$ cat src/rtl/instr_fetch.sv
// Instruction fetch stage: synchronous ROM read into an instruction register,
// with stall/flush control, out-of-range fault detection and field decode.
module instr_fetch #(
  parameter int          BUS_WIDTH = 16,
  parameter int          DEPTH     = 256,
  parameter string       INIT_FILE = "imem.hex",
  parameter logic [15:0] NOP       = 16'h0000
) (
  input  logic                 clk,
  input  logic                 reset,
  input  logic [BUS_WIDTH-1:0] instr_addr,
  input  logic                 stall,
  input  logic                 flush,
  output logic [BUS_WIDTH-1:0] ir,
  output logic [BUS_WIDTH-1:0] ir_addr,
  output logic                 ir_valid,
  output logic [6:0]           opcode,
  output logic [2:0]           dr,
  output logic [2:0]           sa,
  output logic [2:0]           sb,
  output logic [5:0]           offset,
  output logic                 addr_fault
);

  localparam int ADDR_W = $clog2(DEPTH);

  typedef enum logic [1:0] {
    S_BOOT = 2'd0,
    S_RUN  = 2'd1,
    S_HOLD = 2'd2,
    S_KILL = 2'd3
  } state_t;

  // NOTE: the ROM is deliberately left out of reset; only the pipeline
  // registers reset, so the array maps onto block RAM and keeps its image.
  logic [BUS_WIDTH-1:0] mem [DEPTH];

  state_t               state_q, state_d;
  logic [BUS_WIDTH-1:0] ir_q, ir_d;
  logic [BUS_WIDTH-1:0] ir_addr_q, ir_addr_d;
  logic                 ir_valid_q, ir_valid_d;
  logic                 fault_q, fault_d;
  logic                 in_range;
  logic [BUS_WIDTH-1:0] rom_word;

  // Any address bit above the ROM index makes the fetch out of range.
  generate
    if (BUS_WIDTH > ADDR_W) begin : g_range_chk
      assign in_range = ~|instr_addr[BUS_WIDTH-1:ADDR_W];
    end else begin : g_range_full
      assign in_range = 1'b1;
    end
  endgenerate

  assign rom_word = mem[instr_addr[ADDR_W-1:0]];

  // NOTE: every always_comb output gets a default first so no path can
  // leave a signal unassigned and infer a latch.
  always_comb begin
    state_d    = state_q;
    ir_d       = ir_q;
    ir_addr_d  = ir_addr_q;
    ir_valid_d = ir_valid_q;
    fault_d    = fault_q;

    if (flush) begin
      state_d    = S_KILL;
      ir_d       = NOP[BUS_WIDTH-1:0];
      ir_addr_d  = instr_addr;
      ir_valid_d = 1'b0;
    end else if (stall) begin
      state_d = S_HOLD;
    end else begin
      state_d   = S_RUN;
      ir_addr_d = instr_addr;
      if (!in_range) begin
        ir_d       = NOP[BUS_WIDTH-1:0];
        ir_valid_d = 1'b0;
        fault_d    = 1'b1;
      end else begin
        ir_d = rom_word;
        // The first load after reset is a bubble; HOLD and KILL resume as RUN.
        ir_valid_d = (state_q != S_BOOT);
      end
    end
  end

  // NOTE: sequential state uses non-blocking assignments so every register
  // samples pre-edge values regardless of statement order.
  always_ff @(posedge clk or negedge reset) begin
    if (!reset) begin
      state_q    <= S_BOOT;
      ir_q       <= NOP[BUS_WIDTH-1:0];
      ir_addr_q  <= '0;
      ir_valid_q <= 1'b0;
      fault_q    <= 1'b0;
    end else begin
      state_q    <= state_d;
      ir_q       <= ir_d;
      ir_addr_q  <= ir_addr_d;
      ir_valid_q <= ir_valid_d;
      fault_q    <= fault_d;
    end
  end

  assign ir         = ir_q;
  assign ir_addr    = ir_addr_q;
  assign ir_valid   = ir_valid_q;
  assign addr_fault = fault_q;

  assign opcode = ir_q[15:9];
  assign dr     = ir_q[8:6];
  assign sa     = ir_q[5:3];
  assign sb     = ir_q[2:0];
  assign offset = {ir_q[8:6], ir_q[2:0]};

endmodule

$ cat config.mk
export PLATFORM = sky130hd
export DESIGN_NAME = instr_fetch
export DESIGN_NICKNAME = d
export VERILOG_FILES = /design/src/rtl/instr_fetch.sv
export SDC_FILE = /design/constraint.sdc
export NUM_CORES = 1
export LEC_CHECK = 0
export ABC_AREA = 1
export BUFFER_PORTS_ARGS = -buffer_cell sky130_fd_sc_hd__buf_2
export CORE_ASPECT_RATIO = 0.6
export CORE_MARGIN = 2
export CORE_UTILIZATION = 41
export CTS_BUF_LIST = sky130_fd_sc_hd__clkbuf_16
export DETAILED_ROUTE_END_ITERATION = 10
export PLACE_DENSITY_LB_ADDON = 0.3
export SKIP_CTS_REPAIR_TIMING = 1
export SYNTH_ARGS = -nofsm -noshare
export SYNTH_HDL_FRONTEND = slang
export SYNTH_SLANG_ARGS = --single-unit
export TNS_END_PERCENT = 30
$ cat constraint.sdc
create_clock -name clk -period 0.8 [get_ports clk]
set_input_delay 0.16 -clock clk [delete_from_list [all_inputs] [get_ports clk]]
set_output_delay 0.16 -clock clk [all_outputs]
set_load 0.05 [all_outputs]
## Word-level counts from Yosys, hierarchy flattened

Index checks and enable logic that the tools add are counted.

- Register bits after elaboration: 36
- Output and inout bits: 56
- Logic and storage cells: 21

- Equality and inequality tests: 1
- Mux-type cells: 10
- Bitwise logic cells: 2
- Reductions and logical operators: 3

Operators with widths:

| cell | count |
|---|---|
| $mux 16 | 5 |
| $reduce_or 8->1 | 1 |
| $mux 2 | 2 |
| $mux 1 | 3 |
| $reduce_and 3->1 | 1 |
| $ne 2x1->1 const B | 1 |
| $not 1->1 | 2 |
| $reduce_bool 2->1 | 1 |

## Longest topological paths before layout

- Depth in word-level cells: 4
- Gate-level depth with buffers: 6

## Least setup slack after synthesis

OpenSTA, ideal clock, no wires.

- Path kind: reg-to-reg
- From: reg, netlist name ir_addr[0]
- To: reg ir_addr_q[0], in the netlist ir_addr[0]
- Library setup time: 0.119 ns
- Arrival time: 0.718 ns
- Data required time: 0.681 ns
- Path slack: -0.037 ns
- Stages on the path, launching flop included: 3
- Buffers on the path: 0
- Cell sequence: dfrtp_1 nand2_2 nand2_1

RTL lines:

| element | RTL line | text |
|---|---|---|
| end signal, assigned | 100 | `ir_addr_q <= ir_addr_d;` |
| end, declared | 40 | `logic [BUS_WIDTH-1:0] ir_addr_q, ir_addr_d;` |

## Worst setup path after layout

- From: reg ir_addr_q[2], in the netlist ir_addr[2]
- To: out ir_addr[2]

RTL lines:

| element | RTL line | text |
|---|---|---|
| end, declared | 15 | `output logic [BUS_WIDTH-1:0] ir_addr,` |

No word-level cell between the ends.

==> flow_metrics.py <==
metrics = {
    "run_status": {
        "status": "complete, but fails checks",
        "violations": "hold timing, setup timing",
    },
    "grt": {
        "antenna_found_initial": 0,
        "grt_usage_pct": 13.1,
        "grt_max_degree": 21,
        "overflow": 0,
        "grt_pass1_wl_um": 3050,
        "grt_pass1_vias": 699,
    },
    "cells_and_area": {
        "final_nets": 194,
        "syn_to_final_growth_pct": 29.0,
        "final_area_mm2": 0.00142,
        "insertedDiodeCount": 0,
        "drive_above_1_share_pct": 33.5,
    },
    "sta": {
        "clock.fmax_mhz": 1020,
        "finalHoldViolCount": 20,
        "fin_crit_sh_pct": 123,
        "setup_slack_ns": -0.182,
        "fin_crit_ns": 0.982,
        "tns_ns": -2.88,
        "setup_violations": 18,
        "rsz0062_at_grt": "yes",
        "fin_hold_ws_ns": -0.151,
        "skew_ns": 0.000478,
        "final_max_slew_viol_count": 0,
    },
    "synth": {
        "yosysSeqAreaShare_pct": 45.6,
        "synthesis.area_mm2": 0.00110,
        "post_synth_num_cell_types": 11,
        "synthXorXnorAreaFrac_pct": 0,
        "synth_compound_area_share_pct": 0.456,
        "syn_area_per_cell_um2": 8.52,
        "yosysWarnings": 0,
        "synth-simple-area-share_pct": 23.3,
        "synthMuxAreaShare_pct": 0,
        "ys_ff_latch": 20,
        "synth_cells": 129,
        "synth_top_family_by_area": "buffers and inverters",
        "synthAdderAreaFrac_pct": 0,
    },
    "pwr": {
        "ir_worst_vdd_v": 0.000955,
        "power_density_mw_per_mm2": 2230,
        "power.total_uw": 3170,
        "leakage_uw": 0.000815,
    },
    "clocking": {
        "clockBufferDepth": 2,
        "numClockSinks": 20,
        "cts_root_buffer": "clkbuf_16",
        "clk_latency_ns": 0.25,
        "path_clk_slew_ns": 0.05,
        "h-tree-depth": 1,
        "cts_buffers": 3,
        "cts_tree": "built",
    },
    "min_path": {
        "min_path_type": "in2async",
    },
    "route": {
        "dr.pass1.iters": 3,
        "viasPerCell": 3.85,
        "wl_per_cell_um": 9.71,
        "remaining_drc_errors": 0,
        "via_count": 789,
        "drtIter0Drc": 21,
        "routed_wl_um": 1990,
        "ant_nets": 0,
    },
    "die": {
        "dieArea_mm2": 0.00312,
        "die_w_um": 70.8,
        "rows": 14,
        "coreArea_mm2": 0.00252,
        "ios": 76,
        "dieHeight_um": 44.1,
        "initial_core_util_pct": 43.6,
    },
    "setup_path": {
        "worst_path_max_delay_cell": "dfrtp_2",
        "cp_num_buf_inv": 1,
        "crit_family": "flip-flops",
        "crit_chain": "buf_6",
        "setup.worst_path.class": "reg2out",
        "arrival_ns": 0.82,
        "reg2reg_from": "ir_addr[13]$_DFFE_PN0P_",
        "critPathCaptureType": "output pin",
        "startpoint_type": "register",
        "crit_fanout": 2,
        "cp_slowest_stage_delay_ns": 0.41,
        "cp.required_ns": 0.64,
        "crit_path_start": "ir_addr[2]$_DFFE_PN0P_",
    },
    "placement": {
        "dp_hpwl_um": 1560,
        "dp_slack_ns": -0.0264,
        "io_buffers": 37,
        "routabilityCongestion": 0.748,
        "place_area_mm2": 0.00120,
    },
    "job": {
        "cap_violations": 0,
    },
}
==> kinds of logic after synthesis <==
group | count (synthesis)
flip-flops | 20
other | 1
AO/OA/AOI/OAI | 1
AND/OR/NAND/NOR | 63
buffers and inverters | 44
==> final timing paths <==
path / end / slack [ns] / depth (start not counted)
max: ir_addr[2] / -0.18 / 1
min: ir_addr[5]$_DFFE_PN0P_ / -0.15 / 1
max reg2reg: ir_addr[13]$_DFFE_PN0P_ / 0.05 / 3
min reg2reg: ir_addr[7]$_DFFE_PN0P_ / 0.49 / 2
max in group asynchronous: ir_addr[10]$_DFFE_PN0P_ / 0.62 / 1
min in group clk: ir_addr[1]$_DFFE_PN0P_ / 0.11 / 3
==> cell type report <==
class / instances / area (um^2)
multi-input cells: 102 / 404
fillers: 235 / 1100
well taps: 32 / 40.0
repair buffers: 43 / 368
clock buffers: 3 / 75.1
clock inverters: 1 / 3.75
flip-flops and latches: 20 / 507
inverters: 4 / 20.0
==> state kept, by name (all words and copies together), names as in the netlist <==
register / cells
addr_fault: 1
ir_addr: 16
ir_valid: 1
state_q: 2
==> power breakdown <==
group          internal [uW]  switching [uW]
clock network            664             337
logic                    240             784
registers               1090            53.3
total                   1990            1170
==> cells in the final DEF (no fill, tap or decap) <==
master,synthesis,final
dfrtp_1,20,15
dfrtp_2,0,5
buf_12,1,2
clkbuf_16,0,3
nand2_1,49,49
nand2_4,1,1
nor2_1,8,8
inv_6,1,1
buf_4,39,4
nand2_2,5,5
o21ai_0,1,1
buf_2,0,19
inv_1,3,4
buf_6,0,18
conb_1,1,38
==> cell usage after synthesis <==
cell	number	area [um^2]
inv_6	1	8.76
nand2_4	1	11.3
o21ai_0	1	5.00
dfrtp_1	20	500
conb_1	1	3.75
nor2_1	8	30.0
inv_1	3	11.3
buf_12	1	20.0
buf_4	39	293
nand2_2	5	31.3
nand2_1	49	184
==> stage by stage <==
step | std cells | utilization [%]
5_1_grt | 205 | 56.2
2_1_floorplan | 166 | -
4_1_cts | 202 | 50.8
3_5_place_dp | 198 | 47.7
6_report | 205 | 56.2
3_3_place_gp | 198 | 47.7
==> per-layer routing <==
| metal | GRT usage, % | vias up | part of all wire, % |
|---|---|---|---|
| li1 | - | 397 | - |
| met1 | 15.5 | 345 | 42 |
| met2 | 21.1 | 43 | 47 |
| met3 | 5.92 | 4 | 9.4 |
| met4 | 6.04 | 0 | 1.1 |
| met5 | 0 | - | 0 |
Power figures use the tool's default switching activity.
